--- config.mk ---
export PLATFORM = sky130hd
export DESIGN_NAME = pipeline_hazard_ctrl
export DESIGN_NICKNAME = d
export VERILOG_FILES = /design/src/rtl/pipeline_hazard_ctrl.sv
export SDC_FILE = /design/constraint.sdc
export NUM_CORES = 1
export LEC_CHECK = 0
export CORE_UTILIZATION = 36
export DETAILED_ROUTE_END_ITERATION = 7
export PLACE_DENSITY = 0.93
export SLEW_MARGIN = 40
export SYNTH_ARGS = -nofsm -noshare
export SYNTH_HDL_FRONTEND = slang
export SYNTH_SLANG_ARGS = --single-unit
--- constraint.sdc ---
create_clock -name clock -period 7.6 [get_ports clock]
set_input_delay 1.52 -clock clock [delete_from_list [all_inputs] [get_ports clock]]
set_output_delay 1.52 -clock clock [all_outputs]
set_load 0.1 [all_outputs]
--- src/rtl/pipeline_hazard_ctrl.sv ---
// pipeline_hazard_ctrl
//   Hazard sequencer for the five-stage pipeline. It inserts load-use bubbles,
//   flushes wrong-path instructions on a taken BEQ in EX/MEM, and freezes the
//   whole pipe while data memory is not ready.
// Ports
//   clock, reset      rising-edge clock, asynchronous active-low reset
//   ifid_inst         instruction in IF/ID
//   idex_inst         instruction in ID/EX
//   exmem_inst        instruction in EX/MEM
//   branch_taken      EX/MEM BEQ condition (only meaningful for BEQ)
//   mem_ready         data memory completes the EX/MEM LW/SW this cycle
//   pc_write          PC update enable
//   ifid_write        IF/ID load enable
//   idex_bubble       load NOP into ID/EX
//   ifid_flush        load NOP into IF/ID
//   exmem_flush       load NOP into EX/MEM
//   pipe_hold         hold ID/EX, EX/MEM, MEM/WB
//   mem_error         sticky memory timeout flag
//   stall_cycles      saturating count of cycles with pc_write low
//
// state       | meaning
// ST_RUN      | normal flow; single-cycle hazards are handled here
// ST_LU_STALL | remaining load-use bubbles (LU_STALL_CYCLES > 1)
// ST_MEM_WAIT | pipe frozen waiting for data memory
module pipeline_hazard_ctrl #(
  parameter int unsigned LU_STALL_CYCLES = 1,
  parameter int unsigned MEM_TIMEOUT     = 15,
  parameter int unsigned CNT_W           = 16
) (
  input  logic             clock,
  input  logic             reset,
  input  logic [31:0]      ifid_inst,
  input  logic [31:0]      idex_inst,
  input  logic [31:0]      exmem_inst,
  input  logic             branch_taken,
  input  logic             mem_ready,
  output logic             pc_write,
  output logic             ifid_write,
  output logic             idex_bubble,
  output logic             ifid_flush,
  output logic             exmem_flush,
  output logic             pipe_hold,
  output logic             mem_error,
  output logic [CNT_W-1:0] stall_cycles
);

  localparam logic [5:0] OP_SPECIAL = 6'b000000;
  localparam logic [5:0] OP_BEQ     = 6'b000100;
  localparam logic [5:0] OP_LW      = 6'b100011;
  localparam logic [5:0] OP_SW      = 6'b101011;
  localparam int WAIT_W = $clog2(MEM_TIMEOUT + 2);

  typedef enum logic [1:0] {ST_RUN, ST_LU_STALL, ST_MEM_WAIT} state_t;

  state_t             state_q, state_d;
  logic [1:0]         lu_cnt_q, lu_cnt_d;
  logic [WAIT_W-1:0]  wait_cnt_q, wait_cnt_d;
  logic               mem_error_q, mem_error_d;
  logic [CNT_W-1:0]   stall_q, stall_d;

  logic pc_write_c, ifid_write_c, bubble_c, ifid_flush_c, exmem_flush_c, hold_c;

  logic [5:0] ifid_op, idex_op, exmem_op;
  logic [4:0] ifid_rs, ifid_rt, idex_rt;
  logic       load_use, mem_busy, br, timeout;
  logic       unused_bits;

  assign ifid_op  = ifid_inst[31:26];
  assign ifid_rs  = ifid_inst[25:21];
  assign ifid_rt  = ifid_inst[20:16];
  assign idex_op  = idex_inst[31:26];
  assign idex_rt  = idex_inst[20:16];
  assign exmem_op = exmem_inst[31:26];
  assign unused_bits = ^{ifid_inst[15:0], idex_inst[25:21], idex_inst[15:0], exmem_inst[25:0]};

  // rt is only a source operand for R-type, BEQ and SW; for I-type ALU ops it is the destination.
  assign load_use = (idex_op == OP_LW) && (idex_rt != 5'd0) &&
                    ((ifid_rs == idex_rt) ||
                     ((ifid_rt == idex_rt) &&
                      (ifid_op == OP_SPECIAL || ifid_op == OP_BEQ || ifid_op == OP_SW)));
  assign mem_busy = (exmem_op == OP_LW || exmem_op == OP_SW) && !mem_ready;
  assign br       = (exmem_op == OP_BEQ) && branch_taken;
  assign timeout  = (MEM_TIMEOUT != 0) && (wait_cnt_q == WAIT_W'(MEM_TIMEOUT));

  always_comb begin
    state_d       = state_q;
    lu_cnt_d      = lu_cnt_q;
    wait_cnt_d    = wait_cnt_q;
    mem_error_d   = mem_error_q;
    pc_write_c    = 1'b1;
    ifid_write_c  = 1'b1;
    bubble_c      = 1'b0;
    ifid_flush_c  = 1'b0;
    exmem_flush_c = 1'b0;
    hold_c        = 1'b0;
    case (state_q)
      ST_RUN, ST_LU_STALL: begin
        if (mem_busy) begin
          // lu_cnt is left untouched so a preempted load-use stall resumes afterwards
          pc_write_c   = 1'b0;
          ifid_write_c = 1'b0;
          hold_c       = 1'b1;
          wait_cnt_d   = WAIT_W'(1);
          state_d      = ST_MEM_WAIT;
        end else if (br) begin
          ifid_flush_c  = 1'b1;
          bubble_c      = 1'b1;
          exmem_flush_c = 1'b1;
          lu_cnt_d      = 2'd0;
          state_d       = ST_RUN;
        end else if (state_q == ST_LU_STALL) begin
          pc_write_c   = 1'b0;
          ifid_write_c = 1'b0;
          bubble_c     = 1'b1;
          if (lu_cnt_q == 2'(LU_STALL_CYCLES - 1)) begin
            lu_cnt_d = 2'd0;
            state_d  = ST_RUN;
          end else begin
            lu_cnt_d = lu_cnt_q + 2'd1;
          end
        end else if (load_use) begin
          pc_write_c   = 1'b0;
          ifid_write_c = 1'b0;
          bubble_c     = 1'b1;
          if (LU_STALL_CYCLES > 1) begin
            lu_cnt_d = 2'd1;
            state_d  = ST_LU_STALL;
          end
        end
      end
      ST_MEM_WAIT: begin
        if (!mem_busy || timeout) begin
          if (mem_busy) mem_error_d = 1'b1;
          wait_cnt_d = '0;
          state_d    = (lu_cnt_q != 2'd0) ? ST_LU_STALL : ST_RUN;
        end else begin
          pc_write_c   = 1'b0;
          ifid_write_c = 1'b0;
          hold_c       = 1'b1;
          if (wait_cnt_q != '1) wait_cnt_d = wait_cnt_q + WAIT_W'(1);
        end
      end
      default: state_d = ST_RUN;
    endcase
    stall_d = stall_q;
    if (!pc_write_c && (stall_q != '1)) stall_d = stall_q + CNT_W'(1);
  end

  always_ff @(posedge clock or negedge reset) begin
    if (!reset) begin
      state_q     <= ST_RUN;
      lu_cnt_q    <= 2'd0;
      wait_cnt_q  <= '0;
      mem_error_q <= 1'b0;
      stall_q     <= '0;
    end else begin
      state_q     <= state_d;
      lu_cnt_q    <= lu_cnt_d;
      wait_cnt_q  <= wait_cnt_d;
      mem_error_q <= mem_error_d;
      stall_q     <= stall_d;
    end
  end

  // Outputs are forced low for as long as reset is asserted.
  assign pc_write     = reset & pc_write_c;
  assign ifid_write   = reset & ifid_write_c;
  assign idex_bubble  = reset & bubble_c & ~hold_c;
  assign ifid_flush   = reset & ifid_flush_c;
  assign exmem_flush  = reset & exmem_flush_c;
  assign pipe_hold    = reset & hold_c;
  assign mem_error    = mem_error_q;
  assign stall_cycles = stall_q;

endmodule

### Word-level counts from Yosys, hierarchy flattened

Index checks and enable logic that the tools add are counted.

| word-level totals | value |
|---|---|
| ROM bits | 0 |
| bits in latches | 0 |
| memories | 0 |
| logic and storage cells | 90 |
| RAM bits | 0 |
| input port bits | 100 |
| register bits after elaboration | 26 |
| output and inout bits | 23 |

| cells by class | value |
|---|---|
| multiplexer cells | 31 |
| shift operators | 0 |
| reduce and logical (&&, ||, !) cells | 26 |
| add/sub/neg operators | 3 |
| bitwise logic cells | 7 |
| $mul | 0 |
| order comparisons | 0 |
| eq/ne operators | 18 |
| div/mod/pow operators | 0 |

Operators with widths:

| kind | number |
|---|---|
| == test 6 bit (second input constant) | 4 |
| adder 16 x 1 -> 16 bit (second input constant) | 1 |
| two-way mux 1 bit | 16 |
| two-way mux 2 bit | 8 |
| != test 16 bit (second input constant) | 1 |
| two-way mux 5 bit | 3 |
| == test 6 x 3 -> 1 bit (second input constant) | 2 |
| AND reduction 3 bit | 4 |
| == test 5 bit | 2 |
| case mux 5 bit (2 select lines) | 1 |
| != test 4 bit (second input constant) | 2 |
| logical AND 1 bit | 6 |
| logical NOT 6 bit | 1 |
| nonzero test 2 bit | 3 |
| adder 5 x 1 -> 5 bit (second input constant) | 1 |
| bitwise AND 1 bit | 5 |
| == test 5 x 4 -> 1 bit (second input constant) | 1 |
| logical OR 1 bit | 5 |
| != test 5 bit (second input constant) | 1 |
| nonzero test 5 bit | 1 |
| logical NOT 2 bit | 2 |
| != test 2 bit (second input constant) | 2 |
| case mux 1 bit (2 select lines) | 2 |
| case mux 2 bit (2 select lines) | 1 |
| 7 further kinds | 10 |

### Depth between registers and ports, before layout

| depth | value |
|---|---|
| depth in word-level cells | 13 |
| gate-level depth with buffers | 11 |
| gate-level depth less buffers | 10 |

### Worst setup path after synthesis

No wires, ideal clock.

| path | value |
|---|---|
| path type | input-to-output |
| from | input port idex_inst[17] |
| to | output port pc_write |
| path slack | 1.342 ns |
| buffers on the path | 1 |
| arrival time | 4.738 ns |
| data required time | 6.080 ns |
| stages | 7 |
| path through | or4_1 -> o211ai_2 -> and4b_4 -> o31ai_4 -> nand2_1 -> a21boi_1 -> buf_4 |

| between the ends | value |
|---|---|
| word-level cells in the longest chain between the ends | 10 |
| elaborated cells on any way between the ends | 13 |
| classes of those cells | eq/ne (2); mux (5); bitwise (1); reduce/logical (5) |

RTL lines:

| what | line | source |
|---|---|---|
| start: declaration | 33 | `input logic [31:0] idex_inst,` |
| == test 5 bit | 79 | `((ifid_rt == idex_rt) &&` |
| logical AND 1 bit | 79 |  |
| logical OR 1 bit | 78 | `((ifid_rs == idex_rt) \|\|` |
| logical AND 1 bit (*) | 77 | `assign load_use = (idex_op == OP_LW) && (idex_rt != 5'd0) &&` |
| two-way mux 1 bit (*) (4 in series) | -- |  |
| case mux 1 bit (2 select lines) (*) | -- |  |
| bitwise AND 1 bit (*) | -- |  |
| end: declaration | 37 | `output logic pc_write,` |

Mark *: on every way between the ends. The rest lies on a longest branch, timed or not.

### Final worst setup path

| path | value |
|---|---|
| from | input port idex_inst[17] |
| to | output port ifid_write |

| between the ends | value |
|---|---|
| word-level cells in the longest chain between the ends | 10 |
| elaborated cells on any way between the ends | 13 |
| classes of those cells | eq/ne (2); mux (5); bitwise (1); reduce/logical (5) |

RTL lines:

| what | line | source |
|---|---|---|
| == test 5 bit | 79 |  |
| logical AND 1 bit | 79 |  |
| logical OR 1 bit | 78 |  |
| logical AND 1 bit (*) | 77 |  |
| two-way mux 1 bit (*) | 121 | `end else if (load_use) begin` |
| two-way mux 1 bit (*) | 111 | `end else if (state_q == ST_LU_STALL) begin` |
| two-way mux 1 bit (*) | 105 | `end else if (br) begin` |
| two-way mux 1 bit (*) | 98 | `if (mem_busy) begin` |
| case mux 1 bit (2 select lines) (*) | 96 | `case (state_q)` |
| bitwise AND 1 bit (*) | 167 | `assign ifid_write = reset & ifid_write_c;` |
| end: declaration | 38 | `output logic ifid_write,` |

Marked as above.

==> results.py <==
metrics = {
    "detailed_routing": {
        "post-route-drc-count": 0,
        "detailedRoute.firstPassIterationCount": 4,
        "finalWirelength_um": 3510,
        "drtIter0Drc": 94,
        "vias": 1383,
        "routedWlPerCell_um": 13.5,
        "postRouteAntennaNets": 0,
        "drt-vias-per-instance": 5.30,
    },
    "place": {
        "routabilityCongestion": 0.792,
        "dpl.hpwl_um": 2780,
        "placement.io_buffers": 59,
    },
    "floorplanning": {
        "die_x_um": 68.2,
        "number_of_top_level_pins": 123,
        "die_area_um2": 4650,
        "core_footprint_um2": 4120,
        "floorplan.initialDensity_pct": 38.3,
        "floorplan.die.height_um": 68.2,
        "number_of_rows_created_at_floorplan": 23,
    },
    "worst_setup_path": {
        "worstRegToRegCells": 9,
        "worst_setup_path_start_kind": "input pin",
        "timing.critical_path.depth": 8,
        "endpoint_arrival_time_on_the_critical_path_ps": 4020,
        "cp_top_family": "buffers and inverters",
        "timing.critical_path.slowest_stage_cell": "sky130_fd_sc_hd__or4_1",
        "required_ps": 6080,
        "critical_path_peak_fanout": 3,
        "end_kind": "output port",
        "timing.critical_path.cells": "clkdlybuf4s50_1, or4_1, o211ai_2, and4b_4, o31ai_4, nand2_1, a21boi_1, buf_2",
        "cp.buffers_inverters": 2,
        "critical_path_class": "input pin to output port",
        "worst_path_largest_cell_delay_ps": 560,
    },
    "sta": {
        "holdWs_ps": 468,
        "setup_violations": 0,
        "finalMaxSlewViolations": 0,
        "worst-slew-pin-transition_ps": 496,
        "finClkSkew_ps": 3.27,
        "achievable-frequency_mhz": 181,
        "unrepaired_setup_endpoints_after_global_routing": "false",
        "timing_hold_violations_final": 0,
        "layout_min_cycle_time_ps": 5540,
        "slew_headroom_pct": 67.2,
        "min_period_over_period_pct": 72.9,
        "timing.setup.tns_ps": 0,
    },
    "pwr": {
        "power.leakage_nw": 0.960,
        "power.share.sequential_pct": 39.7,
        "total_power_mw": 0.413,
        "share_clk_of_total_power_pct": 27.9,
        "intPower_mw": 0.258,
        "power.density_cell_area_nw_per_um2": 191,
        "irDropWorstVdd_uv": 122,
        "p_switching_mw": 0.155,
        "power.share.combinational_pct": 32.4,
        "switching_share_pct": 37.6,
    },
    "min_path": {
        "hold_depth": 1,
        "hold_class": "flip-flop to flip-flop",
    },
    "cts": {
        "htree_num_levels": 1,
        "clock_tree.buffer_depth": 2,
        "cts_hold_repair.buffers": 0,
        "cts_buffers": 3,
        "clkTransAtPathRegs_ps": 90,
        "ctsResizeCount": 0,
        "clk_latency_ps": 270,
        "postCtsSetupRepairBufs": 0,
        "tritoncts": "built",
        "root_buffer": "sky130_fd_sc_hd__clkbuf_8",
        "clock_sinks": 26,
    },
    "cells_and_area": {
        "multiInputGateArea_um2": 873,
        "insertedDiodeCount": 0,
        "regArea_um2": 651,
        "layout.filler_cells": 390,
        "syn_to_final_growth_pct": 36.7,
        "num-nets-final": 318,
        "drive_above_1_share_pct": 17.1,
        "final_core_density_pct": 52.4,
    },
    "logic_synthesis": {
        "synth.ff_latch_count": 26,
        "mappedNetlistNets": 259,
        "synth_cell_types": 41,
        "synthesis.instances": 153,
        "synth.avg_cell_area_um2": 10.3,
        "syn-cell-area_um2": 1580,
        "ys.warnings.count": 0,
        "ys_seq_area_share_pct": 41.3,
    },
    "global_routing": {
        "grt-ovfl-total": 0,
        "maximum_number_of_pins_on_one_net_before_global_route_repair": 30,
        "grtUsageTotal_pct": 16.0,
        "first_global_vias": 1342,
        "grt_antenna_before_repair": 0,
        "grt_first_pass_wirelength_um": 5590,
    },
    "flow_run": {
        "max_cap_viol_count": 0,
    },
    "outcome": {
        "status": "completed",
    },
}
-- worst paths after layout --
check,startpoint,to,slack (ps)
hold / removal,mem_error,mem_error,470
max in group asynchronous,reset,stall_cycles[3],5720
setup reg to reg,wait_cnt_q[0],stall_cycles[1],5040
setup / recovery,idex_inst[17],ifid_write,2060
min in group asynchronous,reset,wait_cnt_q[4],1620
hold reg to reg,mem_error,mem_error,470
-- kinds of logic after synthesis --
family / after synthesis / share of synthesized area [%]
AOI/OAI and AO/OA: 21 / 10.4
xor gates and xnor gates: 26 / 14.4
adders and majority gates: 6 / 4.76
buffers and inverters: 10 / 3.33
DFF: 26 / 41.3
muxes: 3 / 2.06
and+or+nand+nor: 61 / 23.7
-- layout by cell type (no fill, tap or decap), types with 2 or more instances in the layout --
cell type,synthesis,routed
sky130_fd_sc_hd__clkdlybuf4s50_1,0,36
sky130_fd_sc_hd__dfrtp_1,26,26
sky130_fd_sc_hd__buf_2,0,23
sky130_fd_sc_hd__xnor2_1,17,17
sky130_fd_sc_hd__nand4_1,14,14
sky130_fd_sc_hd__and3_1,9,9
sky130_fd_sc_hd__xor2_1,9,9
sky130_fd_sc_hd__nand2_1,9,9
sky130_fd_sc_hd__o21ai_0,7,7
sky130_fd_sc_hd__nor2_1,6,6
sky130_fd_sc_hd__ha_1,6,6
sky130_fd_sc_hd__inv_1,4,4
sky130_fd_sc_hd__nor2b_1,4,4
sky130_fd_sc_hd__nand3_1,4,4
sky130_fd_sc_hd__a21oi_1,3,3
sky130_fd_sc_hd__clkbuf_8,0,3
sky130_fd_sc_hd__or4_1,2,2
sky130_fd_sc_hd__and2_1,2,2
sky130_fd_sc_hd__a22o_1,2,2
sky130_fd_sc_hd__mux2_1,2,2
-- cell usage after synthesis --
cell type | count | share of area, %
sky130_fd_sc_hd__dfrtp_1 | 26 | 41
sky130_fd_sc_hd__xnor2_1 | 17 | 9.4
sky130_fd_sc_hd__nand4_1 | 14 | 5.6
sky130_fd_sc_hd__and3_1 | 9 | 3.6
sky130_fd_sc_hd__nand2_1 | 9 | 2.1
sky130_fd_sc_hd__xor2_1 | 9 | 5.0
sky130_fd_sc_hd__o21ai_0 | 7 | 2.2
sky130_fd_sc_hd__ha_1 | 6 | 4.8
sky130_fd_sc_hd__nor2_1 | 6 | 1.4
sky130_fd_sc_hd__inv_1 | 4 | 0.95
sky130_fd_sc_hd__nand3_1 | 4 | 1.3
sky130_fd_sc_hd__nor2b_1 | 4 | 1.6
sky130_fd_sc_hd__a21oi_1 | 3 | 0.95
sky130_fd_sc_hd__clkbuf_1 | 3 | 0.71
sky130_fd_sc_hd__a22o_1 | 2 | 1.1
sky130_fd_sc_hd__and2_1 | 2 | 0.79
sky130_fd_sc_hd__buf_4 | 2 | 0.95
sky130_fd_sc_hd__mux2_1 | 2 | 1.4
sky130_fd_sc_hd__or4_1 | 2 | 0.95
sky130_fd_sc_hd__a211o_1 | 1 | 0.56
sky130_fd_sc_hd__a21boi_1 | 1 | 0.48
sky130_fd_sc_hd__a21oi_4 | 1 | 1.0
sky130_fd_sc_hd__a31o_2 | 1 | 0.56
sky130_fd_sc_hd__a31oi_1 | 1 | 0.40
sky130_fd_sc_hd__a32o_1 | 1 | 0.63
sky130_fd_sc_hd__and2_0 | 1 | 0.40
sky130_fd_sc_hd__and4b_4 | 1 | 0.87
sky130_fd_sc_hd__and4bb_1 | 1 | 0.79
sky130_fd_sc_hd__buf_6 | 1 | 0.71
sky130_fd_sc_hd__mux2i_1 | 1 | 0.63
sky130_fd_sc_hd__nand2b_1 | 1 | 0.40
sky130_fd_sc_hd__nor2_2 | 1 | 0.40
sky130_fd_sc_hd__nor3b_1 | 1 | 0.48
sky130_fd_sc_hd__nor4_1 | 1 | 0.40
sky130_fd_sc_hd__nor4_2 | 1 | 0.79
sky130_fd_sc_hd__nor4b_1 | 1 | 0.56
sky130_fd_sc_hd__nor4b_2 | 1 | 0.95
sky130_fd_sc_hd__o211ai_2 | 1 | 0.79
sky130_fd_sc_hd__o21ai_1 | 1 | 0.32
sky130_fd_sc_hd__o31ai_4 | 1 | 1.3
sky130_fd_sc_hd__or3_1 | 1 | 0.40
-- sequential cells by signal, summed over array words and instances, names as in the netlist --
name          count
lu_cnt_q          2
mem_error         1
stall_cycles     16
state_q           2
wait_cnt_q        5
-- metal layers --
layer,global-route usage (%),wire (µm),vias up
met5,0,0,-
met4,4.43,21,0
li1,-,-,670
met3,4.33,299,3
met2,28.3,1660,48
met1,18.9,1530,662
-- final cells by class --
class                      count  share of cell area [%]
tap                           50                    2.90
sequential                    26                    30.2
timing repair buffer          60                    22.4
multi-input combinational    117                    40.5
inverter                       4                   0.696
clock inverter                 1                    1.39
clock buffer                   3                    1.92
-- power by group through the flow --
stage          logic [mW]  registers (mW)  clock network, mW
5_1_grt             0.142           0.166              0.124
4_1_cts             0.135           0.164              0.117
3_5_place_dp        0.135           0.167                  0
6_report            0.134           0.164              0.115
3_3_place_gp        0.140           0.166                  0
2_1_floorplan      0.0316           0.227                  0
-- stage by stage --
step                      std cells  instance area, µm²  setup slack [ps]
after floorplan                 153                1580              1340
after global placement          257                2200              1330
after detailed placement        257                2080              2070
after CTS                       261                2160              2060
after global routing            261                2160              1950
final                           261                2160              2060
(Power assumes the default switching activity.)
